[config.mk]
export PLATFORM = sky130hd
export DESIGN_NAME = muldiv_ctrl
export DESIGN_NICKNAME = d
export VERILOG_FILES = /design/src/rtl/muldiv_ctrl.sv
export SDC_FILE = /design/constraint.sdc
export NUM_CORES = 1
export LEC_CHECK = 0
export CAP_MARGIN = 30
export CORE_MARGIN = 2
export CORE_UTILIZATION = 25
export CTS_CLUSTER_DIAMETER = 40
export DETAILED_ROUTE_END_ITERATION = 8
export DONT_BUFFER_PORTS = 1
export PLACE_DENSITY = 0.48
export SYNTH_ARGS = -nofsm -noshare
export SYNTH_HDL_FRONTEND = slang
export SYNTH_SLANG_ARGS = --single-unit
export TNS_END_PERCENT = 50
[constraint.sdc]
create_clock -name clk_i -period 4.35 [get_ports clk_i]
set_input_delay 0.2175 -clock clk_i [delete_from_list [all_inputs] [get_ports clk_i]]
set_output_delay 0.2175 -clock clk_i [all_outputs]
set_load 0.02 [all_outputs]
[src/rtl/muldiv_ctrl.sv]
// Iterative MIPS mult/multu/div/divu sequencer owning HI/LO; stalls EX while busy.
// Build option: define MULDIV_RADIX4_EN for a radix-4 multiply (2 multiplier bits per cycle).
module muldiv_ctrl (
  input  logic        clk_i,
  input  logic        rst_i,
  input  logic        start_i,
  input  logic [5:0]  funct_i,
  input  logic        mfhilo_i,
  input  logic [31:0] src1_i,
  input  logic [31:0] src2_i,
  output logic        busy_o,
  output logic        stall_o,
  output logic        done_o,
  output logic [31:0] hi_o,
  output logic [31:0] lo_o
);

  localparam int unsigned XLEN  = 32;
  localparam int unsigned PLEN  = 2 * XLEN;
  localparam int unsigned CNT_W = 5;

  localparam logic [CNT_W-1:0] DIV_LAST = CNT_W'(31);
`ifdef MULDIV_RADIX4_EN
  localparam logic [CNT_W-1:0] MUL_LAST = CNT_W'(15);
`else
  localparam logic [CNT_W-1:0] MUL_LAST = CNT_W'(31);
`endif

  typedef enum logic [1:0] {
    S_IDLE = 2'd0,
    S_CALC = 2'd1,
    S_FIX  = 2'd2,
    S_DONE = 2'd3
  } state_e;

  state_e            state_q, state_d;
  logic [CNT_W-1:0]  cnt_q, cnt_d;
  logic [PLEN-1:0]   p_q, p_d;
  logic [XLEN-1:0]   opnd_q, opnd_d;
  logic              is_div_q, is_div_d;
  logic              neg_res_q, neg_res_d;
  logic              neg_rem_q, neg_rem_d;
  logic [XLEN-1:0]   hi_q, hi_d;
  logic [XLEN-1:0]   lo_q, lo_d;
  logic              busy_q, busy_d;
  logic              done_q, done_d;

  // Operand decode: funct 0110xx is the muldiv group, bit0 = unsigned, bit1 = divide.
  logic            legal_c;
  logic            sgn_c;
  logic            div_in_c;
  logic            a_neg_c;
  logic            b_neg_c;
  logic [XLEN-1:0] a_mag_c;
  logic [XLEN-1:0] b_mag_c;

  assign legal_c  = (funct_i[5:2] == 4'b0110);
  assign sgn_c    = ~funct_i[0];
  assign div_in_c = funct_i[1];
  assign a_neg_c  = sgn_c & src1_i[XLEN-1];
  assign b_neg_c  = sgn_c & src2_i[XLEN-1];
  assign a_mag_c  = a_neg_c ? (~src1_i + XLEN'(1)) : src1_i;
  assign b_mag_c  = b_neg_c ? (~src2_i + XLEN'(1)) : src2_i;

  // Multiply step: p holds {partial product high, remaining multiplier bits}.
  logic [PLEN-1:0] mul_next_c;
`ifdef MULDIV_RADIX4_EN
  logic [XLEN+1:0] mul_add_c;
  logic [XLEN+1:0] mul_sum_c;
  always_comb begin
    mul_add_c = '0;
    case (p_q[1:0])
      2'b01:   mul_add_c = {2'b00, opnd_q};
      2'b10:   mul_add_c = {1'b0, opnd_q, 1'b0};
      2'b11:   mul_add_c = {2'b00, opnd_q} + {1'b0, opnd_q, 1'b0};
      default: mul_add_c = '0;
    endcase
    mul_sum_c  = {2'b00, p_q[PLEN-1:XLEN]} + mul_add_c;
    mul_next_c = {mul_sum_c, p_q[XLEN-1:2]};
  end
`else
  logic [XLEN:0] mul_sum_c;
  always_comb begin
    mul_sum_c  = {1'b0, p_q[PLEN-1:XLEN]} + (p_q[0] ? {1'b0, opnd_q} : (XLEN+1)'(0));
    mul_next_c = {mul_sum_c, p_q[XLEN-1:1]};
  end
`endif

  // Restoring divide step: p holds {partial remainder, dividend/quotient bits}.
  logic [XLEN:0]   div_shift_c;
  logic            div_fit_c;
  logic [XLEN-1:0] div_diff_c;
  logic [PLEN-1:0] div_next_c;

  always_comb begin
    div_shift_c = p_q[PLEN-1:XLEN-1];
    div_fit_c   = (div_shift_c >= {1'b0, opnd_q});
    div_diff_c  = div_shift_c[XLEN-1:0] - opnd_q;
    div_next_c  = div_fit_c ? {div_diff_c, p_q[XLEN-2:0], 1'b1}
                            : {div_shift_c[XLEN-1:0], p_q[XLEN-2:0], 1'b0};
  end

  // Sign correction applied in FIX.
  logic [PLEN-1:0] prod_fix_c;
  logic [XLEN-1:0] quo_fix_c;
  logic [XLEN-1:0] rem_fix_c;

  assign prod_fix_c = neg_res_q ? (~p_q + PLEN'(1)) : p_q;
  assign quo_fix_c  = neg_res_q ? (~p_q[XLEN-1:0] + XLEN'(1)) : p_q[XLEN-1:0];
  assign rem_fix_c  = neg_rem_q ? (~p_q[PLEN-1:XLEN] + XLEN'(1)) : p_q[PLEN-1:XLEN];

  // Next-state and datapath update.
  always_comb begin
    state_d   = state_q;
    cnt_d     = cnt_q;
    p_d       = p_q;
    opnd_d    = opnd_q;
    is_div_d  = is_div_q;
    neg_res_d = neg_res_q;
    neg_rem_d = neg_rem_q;
    hi_d      = hi_q;
    lo_d      = lo_q;
    busy_d    = 1'b0;
    done_d    = 1'b0;

    case (state_q)
      S_IDLE, S_DONE: begin
        state_d = S_IDLE;
        if (start_i && legal_c) begin
          is_div_d  = div_in_c;
          cnt_d     = '0;
          busy_d    = 1'b1;
          neg_res_d = a_neg_c ^ b_neg_c;
          neg_rem_d = a_neg_c;
          if (div_in_c) begin
            opnd_d = b_mag_c;
            p_d    = {{XLEN{1'b0}}, a_mag_c};
          end else begin
            opnd_d = a_mag_c;
            p_d    = {{XLEN{1'b0}}, b_mag_c};
          end
          if (div_in_c && (src2_i == '0)) begin
            // Divide by zero skips iteration; FIX passes p through unchanged.
            p_d       = {src1_i, {XLEN{1'b1}}};
            neg_res_d = 1'b0;
            neg_rem_d = 1'b0;
            state_d   = S_FIX;
          end else begin
            state_d = S_CALC;
          end
        end
      end
      S_CALC: begin
        busy_d = 1'b1;
        p_d    = is_div_q ? div_next_c : mul_next_c;
        cnt_d  = cnt_q + CNT_W'(1);
        if (cnt_q == (is_div_q ? DIV_LAST : MUL_LAST)) begin
          cnt_d   = '0;
          state_d = S_FIX;
        end
      end
      S_FIX: begin
        state_d = S_DONE;
        done_d  = 1'b1;
        if (is_div_q) begin
          hi_d = rem_fix_c;
          lo_d = quo_fix_c;
        end else begin
          hi_d = prod_fix_c[PLEN-1:XLEN];
          lo_d = prod_fix_c[XLEN-1:0];
        end
      end
      default: state_d = S_IDLE;
    endcase
  end

  always_ff @(posedge clk_i) begin
    if (rst_i) begin
      state_q   <= S_IDLE;
      cnt_q     <= '0;
      p_q       <= '0;
      opnd_q    <= '0;
      is_div_q  <= 1'b0;
      neg_res_q <= 1'b0;
      neg_rem_q <= 1'b0;
      hi_q      <= '0;
      lo_q      <= '0;
      busy_q    <= 1'b0;
      done_q    <= 1'b0;
    end else begin
      state_q   <= state_d;
      cnt_q     <= cnt_d;
      p_q       <= p_d;
      opnd_q    <= opnd_d;
      is_div_q  <= is_div_d;
      neg_res_q <= neg_res_d;
      neg_rem_q <= neg_rem_d;
      hi_q      <= hi_d;
      lo_q      <= lo_d;
      busy_q    <= busy_d;
      done_q    <= done_d;
    end
  end

  assign busy_o  = busy_q;
  assign done_o  = done_q;
  assign hi_o    = hi_q;
  assign lo_o    = lo_q;
  assign stall_o = busy_q & (start_i | mfhilo_i);

endmodule

# Word level (Yosys, flattened, before mapping)
# Index checks and enable logic that the tools add are counted.
# totals
reg_bits	172
in_bits	74
output_inout_bits	67
wordCells	73
# classes
addsub	8
order_cmp	1
n_eq_ne	7
n_mux	27
bitwise_logic	11
reduce_logical	8
# ops
op	n
2-to-1 mux 64 bit	5
2-to-1 mux 32 bit	9
adder 32 x 1 -> 32 bit (second input constant)	4
NOT 32 bit	4
case mux 64 bit (2 select lines)	1
adder 64 x 1 -> 64 bit (second input constant)	1
NOT 64 bit	1
adder 32 x 32 -> 33 bit	1
greater-or-equal comparator 33 x 32 -> 1 bit	1
zero test 32 bit	1
subtractor 32 bit	1
2-to-1 mux 5 bit	2
case mux 5 bit (2 select lines)	1
2-to-1 mux 2 bit	3
case mux 2 bit (3 select lines)	1
adder 5 x 1 -> 5 bit (second input constant)	1
equality test 5 bit (second input constant)	1
equality test 2 bit (second input constant)	2
equality test 4 x 3 -> 1 bit (second input constant)	1
2-to-1 mux 1 bit	4
!= test 2 bit (second input constant)	2
AND reduction 2 bit	2
bitwise AND 1 bit	3
equality test 2 x 1 -> 1 bit (second input constant)	1
8 further kinds	9

# Logic depth before layout (Yosys ltp)
# Gate-level depths: netlist (run 1).
# depth
depth_word	7
mapped_depth	14
depth_no_buf	13

# Least setup slack after synthesis (run 1)
# No wires, ideal clock.
# synth_path
path_kind	register to register
startpoint	reg p_q[39]
endpoint	reg p_q[36]
setup_time_ns	0.132
arrival_ns	2.970
required_ns	4.218
slack_ns	1.248
path_stages_with_launch	14
path_buffers	3
period_less_slack_ns	3.102
cell_sequence	dfxtp_1 > ha_1 > clkbuf_1 > and4_1 > nand3_1 > a21oi_1 > o311ai_0 > a21oi_1 > a21o_1 > clkbuf_1 > buf_2 > mux2_2 > a221oi_1 > nor3_1
# synth_between
elab_chain_cells	4
# synth_lines
item	line_no	source
start: declaration	38	logic [PLEN-1:0] p_q, p_d;
start signal: assignment	193	p_q <= p_d;
greater-or-equal comparator 33 x 32 -> 1 bit	97	div_fit_c = (div_shift_c >= {1'b0, opnd_q});
2-to-1 mux 64 bit	99	div_next_c = div_fit_c ? {div_diff_c, p_q[XLEN-2:0], 1'b1}
2-to-1 mux 64 bit	155	p_d = is_div_q ? div_next_c : mul_next_c;
case mux 64 bit (2 select lines)	126	case (state_q)
# Every way passes these cells.
# A chain may end at the register's enable or synchronous reset.

# Final worst setup path (run 1)
# layout_path
startpoint	reg p_q[0]
endpoint	reg p_q[60]
# layout_between
elab_chain_cells	4
# layout_lines
item	line_no	source
2-to-1 mux 32 bit	84	mul_sum_c = {1'b0, p_q[PLEN-1:XLEN]} + (p_q[0] ? {1'b0, opnd_q} : (XLEN+1)'(0));
adder 32 x 32 -> 33 bit	84	
2-to-1 mux 64 bit	155	
case mux 64 bit (2 select lines)	126	
# Every way passes these cells.

==> results.md, run 1 <==
Status:
- The flow ran to the end, and the final reports show no timing, DRC or antenna violations.

Logic synthesis:
- When the netlist entered floorplanning its net count stood at 2153.
- The number of library cell types mapped by synthesis is 80.
- In the post-synthesis netlist, the biggest area contributors are sky130_fd_sc_hd__dfxtp_1, sky130_fd_sc_hd__nor2_1, sky130_fd_sc_hd__ha_1, sky130_fd_sc_hd__xor2_1, sky130_fd_sc_hd__a21oi_1.
- sky130_fd_sc_hd__dfxtp_1 takes more of the synthesized area than any other cell.
- The count of yosys warnings during synthesis is 0.
- After synthesis the cells add up to 0.0147 sq mm.
- The synthesized area divided by synthesized cell count is 7.34 sq um.
- The async set-reset flop share out of synthesis is 0%.
- The synthesized netlist cell count is 2005.
- The most used flip-flop cell after synthesis is sky130_fd_sc_hd__dfxtp_1.
- The sequential element share of the synthesized area is 23.4%.
- The count of flip-flops with a built-in enable after synthesis is 0.
- The top cell type's share of synthesized area is 23.4%.
- In this run, synthesis produced a sequential element count of 172.

STA:
- The final-report max-slew violation count came to 0.
- The shortest clock period the worst path allows after layout is 4180 ps.
- The share of the cycle needed by the critical path after routing is 96.1%.
- The final hold slack is 54.2 ps.
- The final total negative setup slack is 0 ps.
- The setup clock skew after layout is 21.8 ps.
- The worst slew margin relative to its limit is 27.3%.
- Setup violations remaining at the end of the flow were counted as 0.
- Setup repair after global routing left no endpoint under its margin.
- The transition time of the tightest slew-check pin is 1090 ps.
- The achievable frequency is 0.239 GHz.
- Setup slack on the critical path of the routed design comes to 169 ps.
- The final number of hold-violating endpoints is 0.

Floorplanning:
- The core region is 0.0579 sq mm.
- The die covers 0.0608 sq mm.
- The standard-cell row count is 88.
- The boundary pin count is 141.
- The initial standard-cell utilization of the core is 25.4%.
- The horizontal die dimension is 247 microns.
- The floorplan step set the die height to 247 microns.

Clock tree:
- The number of H-tree levels is 4.
- The clock reaches the later pin of the worst-skew pair after 490 ps.
- The clock net sink count is 172.
- The number of buffers added by the clock tree synthesis step is 17.
- The tree is rooted in a sky130_fd_sc_hd__clkbuf_16.
- The number of hold buffers added after cts is 16.
- TritonCTS built the clock tree.
- Post-CTS repair changed the size of 0 cells.
- The buffer count from post-CTS setup fixing is 0.
- The clock slew seen by the registers of the worst setup and hold paths is 70 ps.
- The maximum count of clock buffers along a single path is 2.

GRT:
- The total congestion overflow after global routing is 0.
- Entering global routing, the biggest net connects 162 pins.
- The number of global-route vias before repair is 14203.
- The first global-routing pass estimated 95600 microns of wire.
- The initial antenna violation count is 3.
- The total global routing track utilization is 21.1%.

Place:
- Prior to clock tree synthesis, the placed netlist has a worst setup slack of 385 ps.
- The count of port buffers added during placement is 0.
- The cell total after placement is 2698.
- The post-place instance area is 0.0157 sq mm.
- The wire-length estimate of the detail-placed layout is 49900 microns.
- The placer's final routability congestion estimate is 0.942.

Power:
- The post-layout total power is 4.85 mW.
- Combinational logic is responsible for 30.0% of the overall power.
- The worst-case IR drop observed on VDD is 380 uV.
- The design internal power is 3.07 mW.
- In this run the power density over the cells is 295 mW/mm^2.
- The switching power total is 1.78 mW.
- The reported leakage power is 6.25 nW.
- The portion of total power attributed to sequential cells is 35.9%.
- The switching power share of the total is 36.8%.
- In this run, the clock network consumes 34.1% of the power.

Finish:
- Compared with the post-synthesis result, the final layout area differs by 11.8%.
- The finished layout holds 2749 standard cells, fillers aside.
- The register cell area after layout is 0.00344 sq mm.
- The share of post-route cells with drive strength above 1 is 6.97%.
- The finished cells cover 0.0165 sq mm.
- Summing all multi-input logic gate instances after layout gives 0.0105 sq mm.
- The fill cell instance count of the final layout is 6352.
- The net count of the finished layout is 2116.
- The post-layout utilization of the core is 28.4%.

Worst setup path:
- Of all nets on the critical path, the largest fanout is 12.
- The worst setup path is launched from a flop.
- The largest individual stage delay along the critical path comes from the cell sky130_fd_sc_hd__dfxtp_1.
- The critical path data arrival time is 4560 ps.
- The cell type group with the largest total delay on the critical path is compound AO/OA/AOI/OAI gates.
- The endpoint required time on the critical path is 4730 ps.
- The register-to-register setup slack is 170 ps.
- On the worst path, the slowest cell contributes a delay of 540 ps.
- The total buffers and inverters traversed by the critical path is 2.
- The critical path in this run is classified as flop to flop.
- The signal on the critical path passes through inv_1 -> nor2_1 -> ha_1 -> a21o_1 -> o21ai_0 -> a21bo_2 -> nand2_1 -> a31oi_1 -> buf_4 -> o211ai_1 -> a221oi_1 -> mux2i_1 -> o41ai_1.
- The worst setup path is captured at a flop.

Route:
- The wire length per cell after detailed routing is 23.8 microns.
- Dividing the detail-routed via count by the number of cells gives 5.59.
- The count of TritonRoute iterations in the first routing pass is 8.
- The final wirelength is 65400 microns.
- The antenna violation net count after detailed routing is 0.
- The final routed DRC violation total is 0.
- In this run, the number of DRC markers left after iteration 0 of detailed routing was 1428.
- For this block, the via count after detailed routing is 15376.

Flow run:
- The tool flagged a number of max-cap violations equal to 0.

Worst hold path:
- The worst min-delay path category is input pin to flop.
-- area by class of cell --
type | instances | area share (%)
Clock buffer | 19 | 2.69
Multi-Input combinational cell | 1624 | 64.0
Antenna cell | 4 | 0.0608
Inverter | 78 | 1.78
Sequential cell | 172 | 20.9
Tap cell | 765 | 5.82
Timing Repair Buffer | 75 | 3.79
Clock inverter | 12 | 0.935
-- layer usage --
metal  wire (microns)  vias up  part of all wire [%]  global-route usage [%]
met4             1140        4                   1.7                    5.24
met1            29600     7459                    45                    28.8
li1                 -     7224                     -                       -
met2            28600      618                    44                    32.4
met5               28        -                 0.043                       0
met3             6030       71                   9.2                    6.17
-- path summary, 6_finish.rpt --
| check | from | end | cells after the start |
|---|---|---|---|
| worst max register to register | p_q[0] | p_q[60] | 13 |
| worst max-delay path | p_q[0] | p_q[60] | 13 |
| worst min register to register | opnd_q[19] | opnd_q[19] | 2 |
| worst min-delay path | src1_i[30] | p_q[62] | 3 |
-- worst reg2reg max path: stages (launching register included) --
cell and delay (ps):
sky130_fd_sc_hd__dfxtp_1 540, sky130_fd_sc_hd__inv_1 340, sky130_fd_sc_hd__nor2_1 270, sky130_fd_sc_hd__ha_1 280, sky130_fd_sc_hd__a21o_1 210, sky130_fd_sc_hd__o21ai_0 450, sky130_fd_sc_hd__a21bo_2 250, sky130_fd_sc_hd__nand2_1 80
sky130_fd_sc_hd__a31oi_1 200, sky130_fd_sc_hd__buf_4 160, sky130_fd_sc_hd__o211ai_1 290, sky130_fd_sc_hd__a221oi_1 510, sky130_fd_sc_hd__mux2i_1 140, sky130_fd_sc_hd__o41ai_1 360
-- flip-flops by register name (all words and copies together) (netlist names) --
| name | count |
|---|---|
| busy_o | 1 |
| neg_res_q | 1 |
| p_q | 64 |
| is_div_q | 1 |
| done_o | 1 |
| hi_o | 32 |
| lo_o | 32 |
| cnt_q | 5 |
| opnd_q | 32 |
| neg_rem_q | 1 |
| state_q | 2 |
-- power groups by stage --
stage | logic, mW | clock network (mW) | registers [mW]
6_report | 1.45 | 1.66 | 1.74
5_1_grt | 1.57 | 1.74 | 1.75
4_1_cts | 1.43 | 1.70 | 1.74
3_5_place_dp | 1.38 | 0 | 1.78
3_3_place_gp | 1.38 | 0 | 1.78
2_1_floorplan | 1.00 | 0 | 1.76
-- cell usage after synthesis (all sizes together), types with 24 or more instances --
| cell type | count |
|---|---|
| nor3 | 56 |
| a21o | 43 |
| nor4 | 26 |
| nand2 | 173 |
| mux2i | 67 |
| nand3 | 30 |
| xor2 | 90 |
| nor2 | 277 |
| a211oi | 90 |
| a221oi | 26 |
| dfxtp | 172 |
| or3 | 24 |
| clkbuf | 116 |
| xnor2 | 78 |
| ha | 72 |
| o21ai | 118 |
| inv | 77 |
| o31ai | 25 |
| a21oi | 156 |
-- layout by cell type (no fill, tap or decap), types with 43 or more instances in the layout --
master | synthesis | final
sky130_fd_sc_hd__inv_1 | 77 | 77
sky130_fd_sc_hd__a21o_1 | 43 | 43
sky130_fd_sc_hd__xnor2_1 | 78 | 78
sky130_fd_sc_hd__dfxtp_1 | 172 | 171
sky130_fd_sc_hd__buf_4 | 0 | 58
sky130_fd_sc_hd__nor3_1 | 56 | 56
sky130_fd_sc_hd__nand2_1 | 173 | 173
sky130_fd_sc_hd__xor2_1 | 90 | 90
sky130_fd_sc_hd__mux2i_1 | 67 | 67
sky130_fd_sc_hd__a211oi_1 | 90 | 90
sky130_fd_sc_hd__o21ai_0 | 114 | 113
sky130_fd_sc_hd__nor2_1 | 277 | 277
sky130_fd_sc_hd__ha_1 | 72 | 70
sky130_fd_sc_hd__a21oi_1 | 156 | 155
-- cell families after synthesis --
family	share of synthesized area, %
and+or+nand+nor	21.7
AOI/OAI and AO/OA	27.0
buffers and inverters	5.42
DFF	23.4
xor gates and xnor gates	10.0
muxes	6.09
adders and majority gates	6.39
(Power assumes the default switching activity.)
==> inputs of run 2 (changes only) <==
ABC_AREA = 1   (was default)
==> results.md, run 2 <==
Status:
- Outcome: complete, no violations (unchanged).

Floorplanning:
- The overall die area is 0.0714 sq mm (was 0.0608 sq mm).
- The y dimension of the die is 267 microns (was 247 microns).
- The total core area came to 0.0686 sq mm (was 0.0579 sq mm).
- The horizontal die dimension is 267 microns (was 247 microns).
- The boundary pin count is 141 (unchanged).
- The standard-cell row count was 96 (was 88).
- The initial standard-cell utilization of the core is 25.3% (was 25.4%).

Clock tree:
- The number of H-tree levels is 4 (unchanged).
- The number of hold buffers added after cts is 24 (was 16).
- The post-cts resize count is 0 (unchanged).
- The clock slew seen by the registers of the worst setup and hold paths was 90 ps (was 70 ps).
- The later-pin clock latency in the skew report is 520 ps (was 490 ps).
- The cell chosen for the clock root is sky130_fd_sc_hd__clkbuf_16 (unchanged).
- The buffer count from post-CTS setup fixing is 0 (unchanged).
- The clock net sink count is 172 (unchanged).
- The clock tree from TritonCTS is done (unchanged).
- The number of buffers added by the clock tree synthesis step came to 17 (unchanged).
- The maximum count of clock buffers along a single path was 2 (unchanged).

Logic synthesis:
- The count of flip-flops with a built-in enable after synthesis is 0 (unchanged).
- List of most frequent post-synthesis cells: sky130_fd_sc_hd__nand2_1, sky130_fd_sc_hd__inv_1, sky130_fd_sc_hd__nor2_1, sky130_fd_sc_hd__o21ai_0, sky130_fd_sc_hd__a21oi_1 (was sky130_fd_sc_hd__nor2_1, sky130_fd_sc_hd__nand2_1, sky130_fd_sc_hd__dfxtp_1, sky130_fd_sc_hd__a21oi_1, sky130_fd_sc_hd__clkbuf_1).
- The arithmetic-cell share of the synthesized area counting full adders, half adders and majority gates is 5.43% (was 6.39%).
- The library cell with the highest instance count after synthesis is sky130_fd_sc_hd__nand2_1 (was sky130_fd_sc_hd__nor2_1).
- Cell types with the largest area share after synthesis: sky130_fd_sc_hd__dfxtp_1, sky130_fd_sc_hd__nand2_1, sky130_fd_sc_hd__inv_1, sky130_fd_sc_hd__o21ai_0, sky130_fd_sc_hd__nor2_1 (was sky130_fd_sc_hd__dfxtp_1, sky130_fd_sc_hd__nor2_1, sky130_fd_sc_hd__ha_1, sky130_fd_sc_hd__xor2_1, sky130_fd_sc_hd__a21oi_1).
- The sequential element share of the synthesized area was 19.9% (was 23.4%).
- The xor and xnor area share after synthesis came to 5.61% (was 10.0%).
- The basic-gate share of the synthesized area counting and, or, nand and nor cells is 37.5% (was 21.7%).
- The synthesized area divided by synthesized cell count came to 5.71 sq um (was 7.34 sq um).
- The largest family of logic cells by synthesized area was simple AND/OR/NAND/NOR gates (was compound AO/OA/AOI/OAI gates).
- The flip-flop and latch count after synthesis is 172 (unchanged).
- The compound-cell area share of the yosys netlist was 19.7% (was 27.0%).
- The share of synthesized area spent on multiplexers came to 0% (was 6.09%).
- The cell area after synthesis came to 0.0173 sq mm (was 0.0147 sq mm).
- The top cell type's share of synthesized area is 19.9% (was 23.4%).
- The flip-flop cell with the highest count after synthesis is sky130_fd_sc_hd__dfxtp_1 (unchanged).
- The total nets after synthesis is 3184 (was 2153).
- The number of library cell types mapped by synthesis is 59 (was 80).
- The async set-reset flop share out of synthesis was 0% (unchanged).
- The synthesized netlist cell count is 3036 (was 2005).
- The count of yosys warnings during synthesis is 0 (unchanged).
- The post-synthesis cell type with the largest combined area is sky130_fd_sc_hd__dfxtp_1 (unchanged).

Worst setup path:
- The startpoint class of the critical path is a flop (unchanged).
- The endpoint required time on the critical path is 4760 ps (was 4730 ps).
- The type of destination of the critical path is a flop (unchanged).
- The maximum fanout count along the critical path is 17 (was 12).
- The critical path data arrival time was 4040 ps (was 4560 ps).
- The launching point of the worst reg2reg path is p_q[0] (unchanged).
- The launching instance or port of the critical path is p_q[0] (unchanged).
- The category of the most critical setup path is flop to flop (unchanged).

Finish:
- The net count of the finished layout came to 3164 (was 2116).
- Top library cells by usage in the layout, fill and taps aside: sky130_fd_sc_hd__nand2_1, sky130_fd_sc_hd__inv_1, sky130_fd_sc_hd__nor2_1 (was sky130_fd_sc_hd__nor2_1, sky130_fd_sc_hd__nand2_1, sky130_fd_sc_hd__dfxtp_1).
- The register cell area after layout came to 0.00345 sq mm (was 0.00344 sq mm).
- The commonest non-fill, non-tap cell in the layout is sky130_fd_sc_hd__nand2_1 (was sky130_fd_sc_hd__nor2_1).
- The flip-flop count of the largest register, all copies and words added came to 64 (unchanged).
- The register ranked first by flip-flop count is p_q (unchanged).
- The fill cell instance count of the final layout is 7945 (was 6352).
- The share of post-route cells with drive strength above 1 is 5.48% (was 6.97%).
- The post-synthesis to final-layout area growth came to 11.3% (was 11.8%).
- The post-route non-filler standard cell count is 3960 (was 2749).
- The post-layout utilization of the core is 28.1% (was 28.4%).
- The number of antenna repair diodes is 0 (was 4).
- The area of combinational cells with multiple inputs came to 0.0118 sq mm (was 0.0105 sq mm).

Route:
- The first-iteration detailed-routing DRC count was 2298 (was 1428).
- The final routed DRC violation total is 0 (unchanged).
- The final wirelength is 85700 microns (was 65400 microns).
- The antenna violation net count after detailed routing came to 0 (unchanged).
- The post-detailed-route via-to-cell ratio was 5.09 (was 5.59).
- The count of TritonRoute iterations in the first routing pass is 6 (was 8).
- The number of vias after detailed routing is 20175 (was 15376).
- The wire length per cell after detailed routing is 21.6 microns (was 23.8 microns).

GRT:
- The number of global-route vias before repair is 18239 (was 14203).
- The maximum number of pins on one net before global-route repair is 83 (was 162).
- The total congestion overflow after global routing is 0 (unchanged).
- The wire length of the first global-routing pass is 124000 microns (was 95600 microns).
- The initial antenna violation count is 2 (was 3).
- The total global routing track utilization is 23.6% (was 21.1%).

Power:
- The part of the power in combinational logic is 32.9% (was 30.0%).
- The power density of the placed cells is 260 mW/mm^2 (was 295 mW/mm^2).
- The post-layout total power is 5.02 mW (was 4.85 mW).
- The peak supply drop came to 342 uV (was 380 uV).
- The reported leakage power is 9.20 nW (was 6.25 nW).
- The portion of total power attributed to sequential cells is 32.6% (was 35.9%).
- The clock network fraction of design power is 34.5% (was 34.1%).
- The switching power share of the total came to 40.7% (was 36.8%).
- The design internal power was 2.98 mW (was 3.07 mW).
- The switching power total came to 2.04 mW (was 1.78 mW).

STA:
- The final number of hold-violating endpoints is 0 (unchanged).
- The worst slew margin relative to its limit is 31.9% (was 27.3%).
- The final hold slack is 28.2 ps (was 54.2 ps).
- The share of the cycle needed by the critical path after routing is 83.3% (was 96.1%).
- The final total negative setup slack came to 0 ps (unchanged).
- The final-report max-slew violation count is 0 (unchanged).
- The shortest clock period the worst path allows after layout was 3620 ps (was 4180 ps).
- The achievable frequency is 0.276 GHz (was 0.239 GHz).
- The transition time of the tightest slew-check pin was 1020 ps (was 1090 ps).
- The final number of setup-violating endpoints is 0 (unchanged).
- Setup repair after global routing missed its margin: no (unchanged).
- The setup clock skew after layout came to 21.4 ps (was 21.8 ps).

Worst hold path:
- The critical hold path startpoint is src1_i[24] (was src1_i[30]).
- The worst min-delay path category is input pin to flop (unchanged).

Place:
- The placer's final routability congestion estimate is 0.999 (was 0.942).
- The count of port buffers added during placement is 0 (unchanged).
- The total half-perimeter wirelength after legalization and detailed placement was 69400 microns (was 49900 microns).
- The cell total after placement was 3904 (was 2698).

Flow run:
- The number of max-capacitance violations reported is 0 (unchanged).
==> run 2: cell types whose count changed after synthesis, moves of 67 or more <==
cell | before | now
sky130_fd_sc_hd__nand3_1 | 30 | 200
sky130_fd_sc_hd__a211oi_1 | 90 | 1
sky130_fd_sc_hd__mux2i_1 | 67 | 0
sky130_fd_sc_hd__inv_1 | 77 | 405
sky130_fd_sc_hd__o21ai_0 | 114 | 263
sky130_fd_sc_hd__a21oi_1 | 156 | 226
sky130_fd_sc_hd__nand2_1 | 173 | 875
==> run 2: cell type report <==
| class | count | area share [%] |
|---|---|---|
| multi-input combinational | 2335 | 61.4 |
| sequential | 172 | 17.9 |
| inverter | 416 | 8.10 |
| tap | 931 | 6.04 |
| timing repair buffer | 74 | 3.41 |
| clock buffer | 19 | 2.24 |
| clock inverter | 13 | 0.915 |
==> run 2: worst paths after layout <==
check        endpoint  slack [ps]  cells after the start
min           p_q[56]          30                      2
max reg2reg   p_q[57]         730                     19
min reg2reg  cnt_q[4]         480                      2
max           p_q[57]         730                     19
==> run 2: cell families (layout without fill, tap and decap cells) <==
kind of cell,count (synthesis),after routing
flip-flops,172,172
AND/OR/NAND/NOR,1531,1531
buffers and inverters,529,522
adder cells (fa/ha/maj),74,74
XOR/XNOR,111,111
AO/OA/AOI/OAI,619,619
==> run 2: power by group through the flow <==
stage | combinational, mW | sequential [mW] | clock, mW
global placement | 1.59 | 1.67 | 0
floorplan | 1.13 | 1.66 | 0
finish | 1.65 | 1.64 | 1.73
CTS | 1.61 | 1.64 | 1.77
detailed placement | 1.58 | 1.67 | 0
global route | 1.78 | 1.64 | 1.82
==> run 2: layer usage <==
metal / vias up / GRT usage, % / part of all wire, %
met5: - / 0 / 0.015
met3: 101 / 3.93 / 8.0
met2: 850 / 35.6 / 43
met4: 2 / 8.15 / 3.2
met1: 9435 / 33.5 / 46
li1: 9787 / - / -
==> run 2: per-stage QoR <==
stage / setup WS, ps / cell area [sq um]
floorplan: 1790 / 17300
global placement: 580 / 18400
detailed placement: 1080 / 18400
CTS: 753 / 19300
global route: 449 / 19300
finish: 727 / 19300
==> run 2: critical path, stage by stage, from the launching register on <==
cell                            delay (ps)
sky130_fd_sc_hd__dfxtp_1               830
sky130_fd_sc_hd__buf_8                 250
sky130_fd_sc_hd__nand2_1                70
sky130_fd_sc_hd__inv_1                  60
sky130_fd_sc_hd__ha_1                  220
sky130_fd_sc_hd__fa_1                  290
sky130_fd_sc_hd__nand3_1                90
sky130_fd_sc_hd__nand2_1               170
sky130_fd_sc_hd__nand3_1                90
sky130_fd_sc_hd__nand2_1               150
sky130_fd_sc_hd__nand2_1                70
sky130_fd_sc_hd__nand2_1               130
sky130_fd_sc_hd__nand2_1               110
sky130_fd_sc_hd__nand2_1                80
sky130_fd_sc_hd__nand2_1                50
sky130_fd_sc_hd__nand3_1                70
sky130_fd_sc_hd__nand3_1                70
sky130_fd_sc_hd__nand2_1                90
sky130_fd_sc_hd__a21oi_1                70
sky130_fd_sc_hd__dlygate4sd3_1         550
==> inputs of run 3 (changes only) <==
clock period = 3.8 ns   (was 4.35 ns; I/O delays follow)
==> results.md, run 3 (synthesis results as in run 2) <==
Place:
- The total half-perimeter wirelength after legalization and detailed placement is 70400 microns (was 69400 microns).
- The placer's final routability congestion estimate came to 0.974 (was 0.999).
- The count of port buffers added during placement came to 0 (unchanged).
- The post-place instance area came to 0.0184 sq mm (about the same).

Power:
- The power density of the placed cells is 296 mW/mm^2 (was 260 mW/mm^2).
- The post-layout total power is 5.74 mW (was 5.02 mW).
- The reported leakage power is 9.25 nW (was 9.20 nW).
- The switching power share of the total is 41.0% (was 40.7%).
- The part of the power in combinational logic is 33.0% (was 32.9%).
- The peak supply drop is 373 uV (was 342 uV).
- The switching power total is 2.35 mW (was 2.04 mW).
- The clock network fraction of design power is 34.3% (was 34.5%).
- The design internal power was 3.39 mW (was 2.98 mW).
- The portion of total power attributed to sequential cells is 32.7% (was 32.6%).

Clock tree:
- The cell chosen for the clock root was sky130_fd_sc_hd__clkbuf_16 (unchanged).
- The clock net sink count was 172 (unchanged).
- The number of H-tree levels is 4 (unchanged).
- The clock slew seen by the registers of the worst setup and hold paths was 90 ps (about the same).
- The later-pin clock latency in the skew report is 510 ps (was 520 ps).
- The maximum count of clock buffers along a single path is 2 (unchanged).
- The clock tree from TritonCTS is done (unchanged).
- The number of buffers added by the clock tree synthesis step is 17 (unchanged).

GRT:
- The number of global-route vias before repair was 18323 (was 18239).
- The wire length of the first global-routing pass is 125000 microns (was 124000 microns).
- The initial antenna violation count is 2 (unchanged).
- The total global routing track utilization is 24.0% (was 23.6%).
- The maximum number of pins on one net before global-route repair came to 79 (was 83).
- The total congestion overflow after global routing is 0 (unchanged).

Flow run:
- The number of max-capacitance violations reported came to 0 (unchanged).

Floorplanning:
- The y dimension of the die came to 267 microns (unchanged).
- The horizontal die dimension was 267 microns (unchanged).
- The overall die area is 0.0714 sq mm (unchanged).
- The initial standard-cell utilization of the core is 25.3% (unchanged).
- The total core area came to 0.0686 sq mm (unchanged).
- The boundary pin count is 141 (unchanged).
- The standard-cell row count is 96 (unchanged).

Finish:
- The net count of the finished layout is 3175 (was 3164).
- The register ranked first by flip-flop count is p_q (unchanged).
- The post-layout utilization of the core was 28.2% (was 28.1%).
- The flip-flop count of the largest register, all copies and words added is 64 (unchanged).
- Top library cells by usage in the layout, fill and taps aside: sky130_fd_sc_hd__nand2_1, sky130_fd_sc_hd__inv_1, sky130_fd_sc_hd__nor2_1 (unchanged).
- The register cell area after layout is 0.00345 sq mm (about the same).
- The number of antenna repair diodes was 0 (unchanged).
- The commonest non-fill, non-tap cell in the layout is sky130_fd_sc_hd__nand2_1 (unchanged).
- The total non-filler cell area in the finished layout is 0.0194 sq mm (was 0.0193 sq mm).
- The post-synthesis to final-layout area growth is 11.7% (was 11.3%).
- The share of post-route cells with drive strength above 1 is 5.72% (was 5.48%).
- The fill cell instance count of the final layout was 7949 (was 7945).
- The area of combinational cells with multiple inputs is 0.0118 sq mm (unchanged).

STA:
- The final number of setup-violating endpoints is 0 (unchanged).
- The final number of hold-violating endpoints came to 0 (unchanged).
- Setup repair after global routing missed its margin: no (unchanged).
- The final total negative setup slack was 0 ps (unchanged).
- The shortest clock period the worst path allows after layout came to 3480 ps (was 3620 ps).
- The transition time of the tightest slew-check pin is 986 ps (was 1020 ps).
- The worst slew margin relative to its limit was 34.2% (was 31.9%).
- The achievable frequency came to 0.287 GHz (was 0.276 GHz).
- The final-report max-slew violation count came to 0 (unchanged).
- The setup clock skew after layout is 19.9 ps (was 21.4 ps).
- The final hold slack is 25.5 ps (was 28.2 ps).
- The share of the cycle needed by the critical path after routing is 91.7% (was 83.3%).

Worst setup path:
- The critical path data arrival time is 3890 ps (was 4040 ps).
- The slowest library cell on the worst path is sky130_fd_sc_hd__dfxtp_1 (unchanged).
- The category of the most critical setup path is flop to flop (unchanged).
- The register-to-register setup slack is 320 ps (was 730 ps).
- CP Cell Sequence: ha_1 -> nand2_1 -> nor2_1 -> nand2_1 -> nor2_1 -> nand2_2 -> nor2_4 -> nor2_4 -> nand2_4 -> nand3_1 -> nand2_1 -> nand3_1 -> nand2_1 -> a21oi_1 -> dlygate4sd3_1 (was buf_8 -> nand2_1 -> inv_1 -> ha_1 -> fa_1 -> nand3_1 -> nand2_1 -> nand3_1 -> nand2_1 -> nand2_1 -> nand2_1 -> nand2_1 -> nand2_1 -> nand2_1 -> nand3_1 -> nand3_1 -> nand2_1 -> a21oi_1 -> dlygate4sd3_1).
- The biggest cell delay along the critical path came to 640 ps (was 830 ps).
- The maximum fanout count along the critical path was 26 (was 17).
- The startpoint class of the critical path is a flop (unchanged).
- The most prevalent standard cell on the critical path is sky130_fd_sc_hd__nand2_1 (unchanged).
- The endpoint required time on the critical path was 4200 ps (was 4760 ps).
- The type of destination of the critical path is a flop (unchanged).

Route:
- The post-detailed-route via-to-cell ratio is 5.09 (about the same).
- The final wirelength is 87500 microns (was 85700 microns).
- The number of vias after detailed routing came to 20214 (was 20175).
- The count of TritonRoute iterations in the first routing pass was 6 (unchanged).
- The antenna violation net count after detailed routing is 0 (unchanged).
- The final routed DRC violation total is 0 (unchanged).
- The wire length per cell after detailed routing is 22.0 microns (was 21.6 microns).
- The first-iteration detailed-routing DRC count is 2229 (was 2298).

Status:
- Outcome: complete, no violations (unchanged).

Worst hold path:
- The worst min-delay path category was input pin to flop (unchanged).
==> run 3: layer usage <==
metal | vias to the layer above | routed length, microns | global-route usage, %
li1 | 9811 | - | -
met1 | 9395 | 39300 | 33.6
met2 | 900 | 38000 | 36.8
met3 | 108 | 7490 | 4.43
met4 | 0 | 2670 | 7.93
met5 | - | 0 | 0
==> run 3: metrics by stage <==
stage          setup slack [ps]  instances
4_1_cts                     245       3971
5_1_grt                     189       3971
3_5_place_dp                624       3910
3_3_place_gp                595       3910
2_1_floorplan              1240       3036
6_report                    316       3971
==> run 3: final cells by class <==
| type | instances | area share [%] |
|---|---|---|
| tap | 931 | 6.02 |
| clock buffer | 19 | 2.29 |
| multi-input combinational | 2335 | 61.2 |
| sequential | 172 | 17.8 |
| clock inverter | 13 | 0.886 |
| timing repair buffer | 85 | 3.72 |
| inverter | 416 | 8.07 |
==> run 3: power groups by stage <==
stage / Sequential [mW] / Clock (mW) / Combinational [mW]
final: 1.88 / 1.97 / 1.89
after global routing: 1.88 / 2.08 / 2.05
after CTS: 1.88 / 2.01 / 1.85
after detailed placement: 1.92 / 0 / 1.81
after global placement: 1.92 / 0 / 1.81
after floorplan: 1.90 / 0 / 1.29
==> run 3: worst paths after layout <==
check / startpoint / end / cells past startpoint
setup / recovery: p_q[57] / p_q[59] / 15
hold / removal: src2_i[20] / opnd_q[20] / 3
setup reg to reg: p_q[57] / p_q[59] / 15
hold reg to reg: cnt_q[4] / cnt_q[4] / 2
==> run 3: repair_timing <==
action                                  CTS  global route
hold endpoints to repair                 44             0
endpoints found under the setup margin    0             1
buffers inserted                          0             0
gates resized for setup                   0             1
hold buffers                             29             0
==> run 3: worst max-delay path, delay by kind of cell, from the launching register on <==
family	cells	cell delay [ps]
AOI/OAI and AO/OA	1	60
adders and majority gates	1	360
buffers and inverters	1	550
DFF	1	640
and+or+nand+nor	12	1780
